**src/rtl/insn_loader_pkg.sv**
```systemverilog
// Shared constants, loader state encoding and length helper
// for the instruction memory write path.
package insn_loader_pkg;

  localparam int ADDR_W     = 10;
  localparam int DATA_W     = 32;
  localparam int INSN_BYTES = 4;
  localparam int LEN_W      = ADDR_W + 1;
  localparam int MEM_WORDS  = 1 << ADDR_W;
  localparam int IDX_W      = $clog2(INSN_BYTES);

  typedef enum logic [1:0] {
    S_IDLE,
    S_LOAD,
    S_FINISH,
    S_DONE
  } ld_state_t;

  // Clamp a requested word count to the memory depth.
  function automatic logic [LEN_W-1:0] sat_len(
    input logic [LEN_W-1:0] l
  );
    if (l > LEN_W'(MEM_WORDS))
      return LEN_W'(MEM_WORDS);
    return l;
  endfunction

endpackage

```
**src/rtl/insn_loader_if.sv**
```systemverilog
// Host byte stream, load control and memory write port
// of the instruction loader.
interface insn_loader_if;
  import insn_loader_pkg::*;

  logic              start;
  logic [LEN_W-1:0]  len;
  logic              byte_valid;
  logic [7:0]        byte_data;
  logic              byte_ready;
  logic              mem_we;
  logic [ADDR_W-1:0] mem_addr;
  logic [DATA_W-1:0] mem_wdata;
  logic              cpu_hold;
  logic              done;

  modport master (
    output start,
    output len,
    output byte_valid,
    output byte_data,
    input  byte_ready,
    input  mem_we,
    input  mem_addr,
    input  mem_wdata,
    input  cpu_hold,
    input  done
  );

  modport slave (
    input  start,
    input  len,
    input  byte_valid,
    input  byte_data,
    output byte_ready,
    output mem_we,
    output mem_addr,
    output mem_wdata,
    output cpu_hold,
    output done
  );

endinterface

```
**src/rtl/insn_loader_byte_to_word.sv**
```systemverilog
// Little-endian byte assembler: collects bytes 0..2, and on byte 3
// presents the full word together with a one-cycle word_valid.
module byte_to_word
  import insn_loader_pkg::*;
(
  input  logic              clk,
  input  logic              rst,
  input  logic              clear,
  input  logic              fire,
  input  logic [7:0]        data,
  output logic              word_valid,
  output logic [DATA_W-1:0] word
);

  logic [IDX_W-1:0]  idx;
  logic [DATA_W-9:0] lo;

  assign word_valid = fire && (idx == IDX_W'(INSN_BYTES - 1));
  assign word       = {data, lo};

  always_ff @(posedge clk or posedge rst) begin
    if (rst) begin
      idx <= '0;
      lo  <= '0;
    end else if (clear) begin
      idx <= '0;
    end else if (fire) begin
      idx <= idx + IDX_W'(1);
      unique case (idx)
        2'd0:    lo[7:0]   <= data;
        2'd1:    lo[15:8]  <= data;
        2'd2:    lo[23:16] <= data;
        default: ;
      endcase
    end
  end

endmodule

```
**src/rtl/insn_loader.sv**
```systemverilog
// Loads a byte stream into instruction memory words 0..len-1 and
// keeps the core held in reset until the last word is written.
module insn_loader
  import insn_loader_pkg::*;
(
  input  logic         clk,
  input  logic         rst,
  insn_loader_if.slave bus
);

  ld_state_t         state;
  ld_state_t         state_n;
  logic [LEN_W-1:0]  len_q;
  logic [LEN_W-1:0]  cnt;
  logic [ADDR_W-1:0] addr;
  logic              we_q;
  logic [ADDR_W-1:0] waddr_q;
  logic [DATA_W-1:0] wdata_q;
  logic              ready;
  logic              fire;
  logic              go;
  logic              last;
  logic              word_valid;
  logic [DATA_W-1:0] word;

  assign ready = (state == S_LOAD);
  assign fire  = bus.byte_valid && ready;
  assign go    = bus.start &&
                 ((state == S_IDLE) || (state == S_DONE));
  assign last  = (cnt == len_q - LEN_W'(1));

  byte_to_word u_b2w (
    .clk        (clk),
    .rst        (rst),
    .clear      (go),
    .fire       (fire),
    .data       (bus.byte_data),
    .word_valid (word_valid),
    .word       (word)
  );

  always_ff @(posedge clk or posedge rst) begin
    if (rst)
      state <= S_IDLE;
    else
      state <= state_n;
  end

  always_comb begin
    state_n = state;
    unique case (state)
      S_IDLE, S_DONE: begin
        if (bus.start)
          state_n = (bus.len == '0) ? S_DONE : S_LOAD;
      end
      S_LOAD: begin
        if (word_valid && last)
          state_n = S_FINISH;
      end
      S_FINISH: state_n = S_DONE;
      default:  state_n = S_IDLE;
    endcase
  end

  // Write port is registered so addr/data are stable for the whole strobe.
  always_ff @(posedge clk or posedge rst) begin
    if (rst) begin
      len_q   <= '0;
      cnt     <= '0;
      addr    <= '0;
      we_q    <= 1'b0;
      waddr_q <= '0;
      wdata_q <= '0;
    end else begin
      we_q <= word_valid;
      if (go) begin
        len_q <= sat_len(bus.len);
        cnt   <= '0;
        addr  <= '0;
      end else if (word_valid) begin
        waddr_q <= addr;
        wdata_q <= word;
        addr    <= addr + ADDR_W'(1);
        cnt     <= cnt + LEN_W'(1);
      end
    end
  end

  assign bus.byte_ready = ready;
  assign bus.mem_we     = we_q;
  assign bus.mem_addr   = waddr_q;
  assign bus.mem_wdata  = wdata_q;
  assign bus.cpu_hold   = (state != S_DONE);
  assign bus.done       = (state == S_DONE);

endmodule

```
**src/flat_wrapper.sv**
```systemverilog
// flat-port wrapper written by rule: the top's interface ports become plain ports
module insn_loader_flat import insn_loader_pkg::*;
  (clk, rst, bus_start, bus_len, bus_byte_valid, bus_byte_data, bus_byte_ready, bus_mem_we, bus_mem_addr, bus_mem_wdata, bus_cpu_hold, bus_done);
  insn_loader_if bus_i ();
  input  logic clk;
  input  logic rst;
  input wire logic [$bits(bus_i.start)-1:0] bus_start;
  input wire logic [$bits(bus_i.len)-1:0] bus_len;
  input wire logic [$bits(bus_i.byte_valid)-1:0] bus_byte_valid;
  input wire logic [$bits(bus_i.byte_data)-1:0] bus_byte_data;
  output wire logic [$bits(bus_i.byte_ready)-1:0] bus_byte_ready;
  output wire logic [$bits(bus_i.mem_we)-1:0] bus_mem_we;
  output wire logic [$bits(bus_i.mem_addr)-1:0] bus_mem_addr;
  output wire logic [$bits(bus_i.mem_wdata)-1:0] bus_mem_wdata;
  output wire logic [$bits(bus_i.cpu_hold)-1:0] bus_cpu_hold;
  output wire logic [$bits(bus_i.done)-1:0] bus_done;
  assign bus_i.start = bus_start;
  assign bus_i.len = bus_len;
  assign bus_i.byte_valid = bus_byte_valid;
  assign bus_i.byte_data = bus_byte_data;
  assign bus_byte_ready = bus_i.byte_ready;
  assign bus_mem_we = bus_i.mem_we;
  assign bus_mem_addr = bus_i.mem_addr;
  assign bus_mem_wdata = bus_i.mem_wdata;
  assign bus_cpu_hold = bus_i.cpu_hold;
  assign bus_done = bus_i.done;
  insn_loader u_core (.clk(clk), .rst(rst), .bus(bus_i));
endmodule
```
**config.mk**
```make
export PLATFORM = sky130hd
export DESIGN_NAME = insn_loader_flat
export DESIGN_NICKNAME = d
export VERILOG_FILES = /design/src/rtl/insn_loader_pkg.sv /design/src/rtl/insn_loader_if.sv /design/src/rtl/insn_loader_byte_to_word.sv /design/src/rtl/insn_loader.sv /design/src/flat_wrapper.sv
export SDC_FILE = /design/constraint.sdc
export NUM_CORES = 1
export LEC_CHECK = 0
export ABC_AREA = 1
export BUFFER_PORTS_ARGS = -buffer_cell sky130_fd_sc_hd__buf_2
export CAP_MARGIN = 0
export CORE_MARGIN = 4
export CORE_UTILIZATION = 60
export CTS_CLUSTER_SIZE = 24
export DETAILED_ROUTE_END_ITERATION = 7
export GPL_TIMING_DRIVEN = 0
export PLACE_DENSITY = 0.91
export SYNTH_ARGS = -nofsm -noshare
export SYNTH_HDL_FRONTEND = slang
export SYNTH_SLANG_ARGS = --single-unit
```
**constraint.sdc**
```tcl
create_clock -name clk -period 9.3 [get_ports clk]
set_clock_uncertainty 0.2 [all_clocks]
set_input_delay 0.93 -clock clk [delete_from_list [all_inputs] [get_ports clk]]
set_output_delay 0.93 -clock clk [all_outputs]
set_load 0.02 [all_outputs]
```
==> impl_metrics.ini <==
[synth]
synth-compound-area-share_pct = 9.75
avgSynthCellArea_sq_um = 8.58
yosysTopAreaCell = dfrtp_1
yosysUniqueCellTypes = 38
synth_fa_ha_area_share_pct = 2.66
synth_top_area_share_pct = 54.9
synth-simple-area-share_pct = 25.2
synthCells = 547
yosys-top-cells-area = dfrtp_1 55%, nand2_1 15%, o21ai_0 6.1%, inv_1 3.4%, nand3_1 3.3%
synth-xor-area-share_pct = 1.68
ys_ff_latch = 103
synth.area.mux_share_pct = 0
ys.warnings.count = 0
synth_fp_nets = 580
syn_area_sq_um = 4700
ys_seq_area_share_pct = 54.9
synth_top_family_by_area = simple AND/OR/NAND/NOR gates

[place]
place_congestion = 0.937
hpwl_mm = 8.10
port_buffers = 68

[clock_network]
htreeDepth = 3
cts_tree = done
clk_latency_ns = 0.38
cts-buffers-inserted = 9
cts_hold_buf = 0
cts_sinks = 103
post_cts_buffers = 0
clockBufferDepth = 2
root_buffer = clkbuf_8
clkSlewWorstSetupHoldPaths_ns = 0.11
post_cts_resized = 0

[worst_setup_path]
startpoint_type = flop
end_kind = output port
reg2reg_depth = 8
r2r-start = u_core.state[1]
critPathKind = flop to output port
crit_required_ns = 8.17
r2r_end = u_core.u_b2w.lo[6]
worstPathArrival_ns = 1.28
cp-startpoint = u_core.state[1]
reg2reg_setup_slack_ns = 7.03
crit_fanout = 3

[die]
row_count = 31
die-area_sq_um = 9310
die_y_um = 96.5
io_pins = 69
core_sq_um = 7450
initial_core_util_pct = 63.1
die_x_um = 96.5

[grt]
antenna_found_initial = 0
grt_overflow = 0
grt_start_max_net_pins = 79
grt_pass1_wl_mm = 18.9
first_global_vias = 4068
grt_use_total_pct = 26.6

[sta]
tns_ns = 0
rsz0062_at_grt = no
worstMarginPinSlew_ns = 0.526
period_minus_slack_ns = 2.41
drv_slew = 0
maxSlewHeadroom_pct = 64.9
fmax_ghz = 0.414
period_share_pct = 26.0
hold_viol_final = 0
setup_viol = 0

[power]
internal-power_mw = 0.816
seqPwrFrac_pct = 45.5
pwr-share-clk_pct = 20.3
p_per_area_nw_per_um2 = 256
p_leak_nw = 2.91
ir_drop_mv = 0.174
p_sw_mw = 0.565
pwr-share-comb_pct = 34.2
swShare_pct = 40.9

[drt]
drt_first_pass_iters = 7
num_vias = 4079
avgRoutedWirePerCell_um = 15.5
drt-vias-per-instance = 5.58
routed_wl_mm = 11.3
route.detailed.drc = 0
drt.antenna.violating_nets = 0
dr.first_iter.drc_count = 282

[min_path]
hold_depth = 2
holdPathEnd = u_core.bus.mem_wdata[23]
min_path_type = flop to flop
min-delay-start = u_core.bus.mem_wdata[23]

[cells_and_area]
area_delta_synth_final_pct = 14.7
layout.nets = 660
final_layout_size_suffix_gt1_share_pct = 19.0
fin_util_pct = 72.3
diodes = 0

[run]
cap_violations = 0

[status]
outcome = completed
[layout by cell type (no fill, tap or decap), drive strengths merged, types with 2 or more instances in the layout]
cell type	instances
o21ai	61
a21oi	4
clkbuf	12
nand4	4
o31ai	2
ha	10
xnor2	6
xor2	3
dfrtp	103
nor3	2
nand3	31
nor2	44
inv	49
clkinv	2
buf	84
a32o	2
o22ai	6
nand2	197
[worst max path at each step]
stage                               to  slack (ns)  depth (start not counted)
floorplan               u_core.addr[0]        5.47                          1
global placement       u_core.len_q[9]        4.55                          2
detailed placement  u_core.u_b2w.lo[8]        6.81                          8
CTS                     bus_byte_ready        6.90                          3
global route            bus_byte_ready        6.84                          3
finish                  bus_byte_ready        6.89                          3
[cell usage after synthesis (all sizes together)]
cell      n
nand2   197
dfrtp   103
o21ai    61
inv      45
nor2     44
nand3    31
buf      15
ha       10
o22ai     6
xnor2     6
a21oi     4
nand4     4
clkbuf    3
xor2      3
a32o      2
nor3      2
o31ai     2
a22o      1
a31oi     1
nand3b    1
nor4      1
o211ai    1
o21a      1
o21bai    1
o32ai     1
or2       1
[flip-flops by register name, summed over array words and instances, names as in the netlist]
name	cells
u_core.addr	10
u_core.u_b2w.lo	24
u_core.state	2
u_core.cnt	11
u_core.len_q	11
u_core.bus.mem_addr	10
u_core.bus.mem_we	1
u_core.u_b2w.idx	2
u_core.bus.mem_wdata	32
[through the flow]
step | power, mW | std cells | instance area (sq um) | hold WS [ns] | setup WS, ns
finish | 1.38 | 731 | 5390 | 0.271 | 6.89
global route | 1.47 | 731 | 5390 | 0.292 | 6.84
CTS | 1.38 | 731 | 5390 | 0.279 | 6.90
detailed placement | 1.10 | 715 | 5190 | 0.253 | 6.81
global placement | 1.06 | 714 | 5160 | 0.252 | 4.55
floorplan | 0.953 | 547 | 4700 | 0.249 | 5.47
[layer usage]
layer | track usage (%) | wire length [um]
met5 | 0 | 0
met4 | 12.5 | 353
met2 | 44.8 | 5800
met3 | 3.41 | 645
met1 | 34.3 | 4540
[cell type report]
class / instances / area, sq um
flip-flops and latches: 103 / 2580
fillers: 533 / 2060
multi-input cells: 381 / 1840
repair buffers: 69 / 368
inverters: 45 / 174
clock buffers: 9 / 124
well taps: 99 / 124
plain buffers: 18 / 103
clock inverters: 7 / 72.6
[cells by family (layout without fill, tap and decap cells)]
| group | after synthesis | after routing |
|---|---|---|
| compound gates | 81 | 81 |
| xor+xnor | 9 | 9 |
| fa+ha+maj | 10 | 10 |
| buf+inv | 63 | 148 |
| flops | 103 | 103 |
| simple gates | 281 | 281 |
[worst max-delay path, cell delays in order, from the launching register on]
cell and delay, ns:
dfrtp_1 0.43, inv_1 0.09, ha_1 0.20, buf_2 0.19
[power groups by stage]
stage / sequential [mW] / clock, mW / combinational, mW
after floorplan: 0.662 / 0 / 0.291
after global placement: 0.628 / 0 / 0.436
after detailed placement: 0.635 / 0 / 0.465
after CTS: 0.626 / 0.281 / 0.470
after global routing: 0.639 / 0.302 / 0.532
final: 0.629 / 0.280 / 0.472
Note: power is estimated with default switching activity, not from simulation.
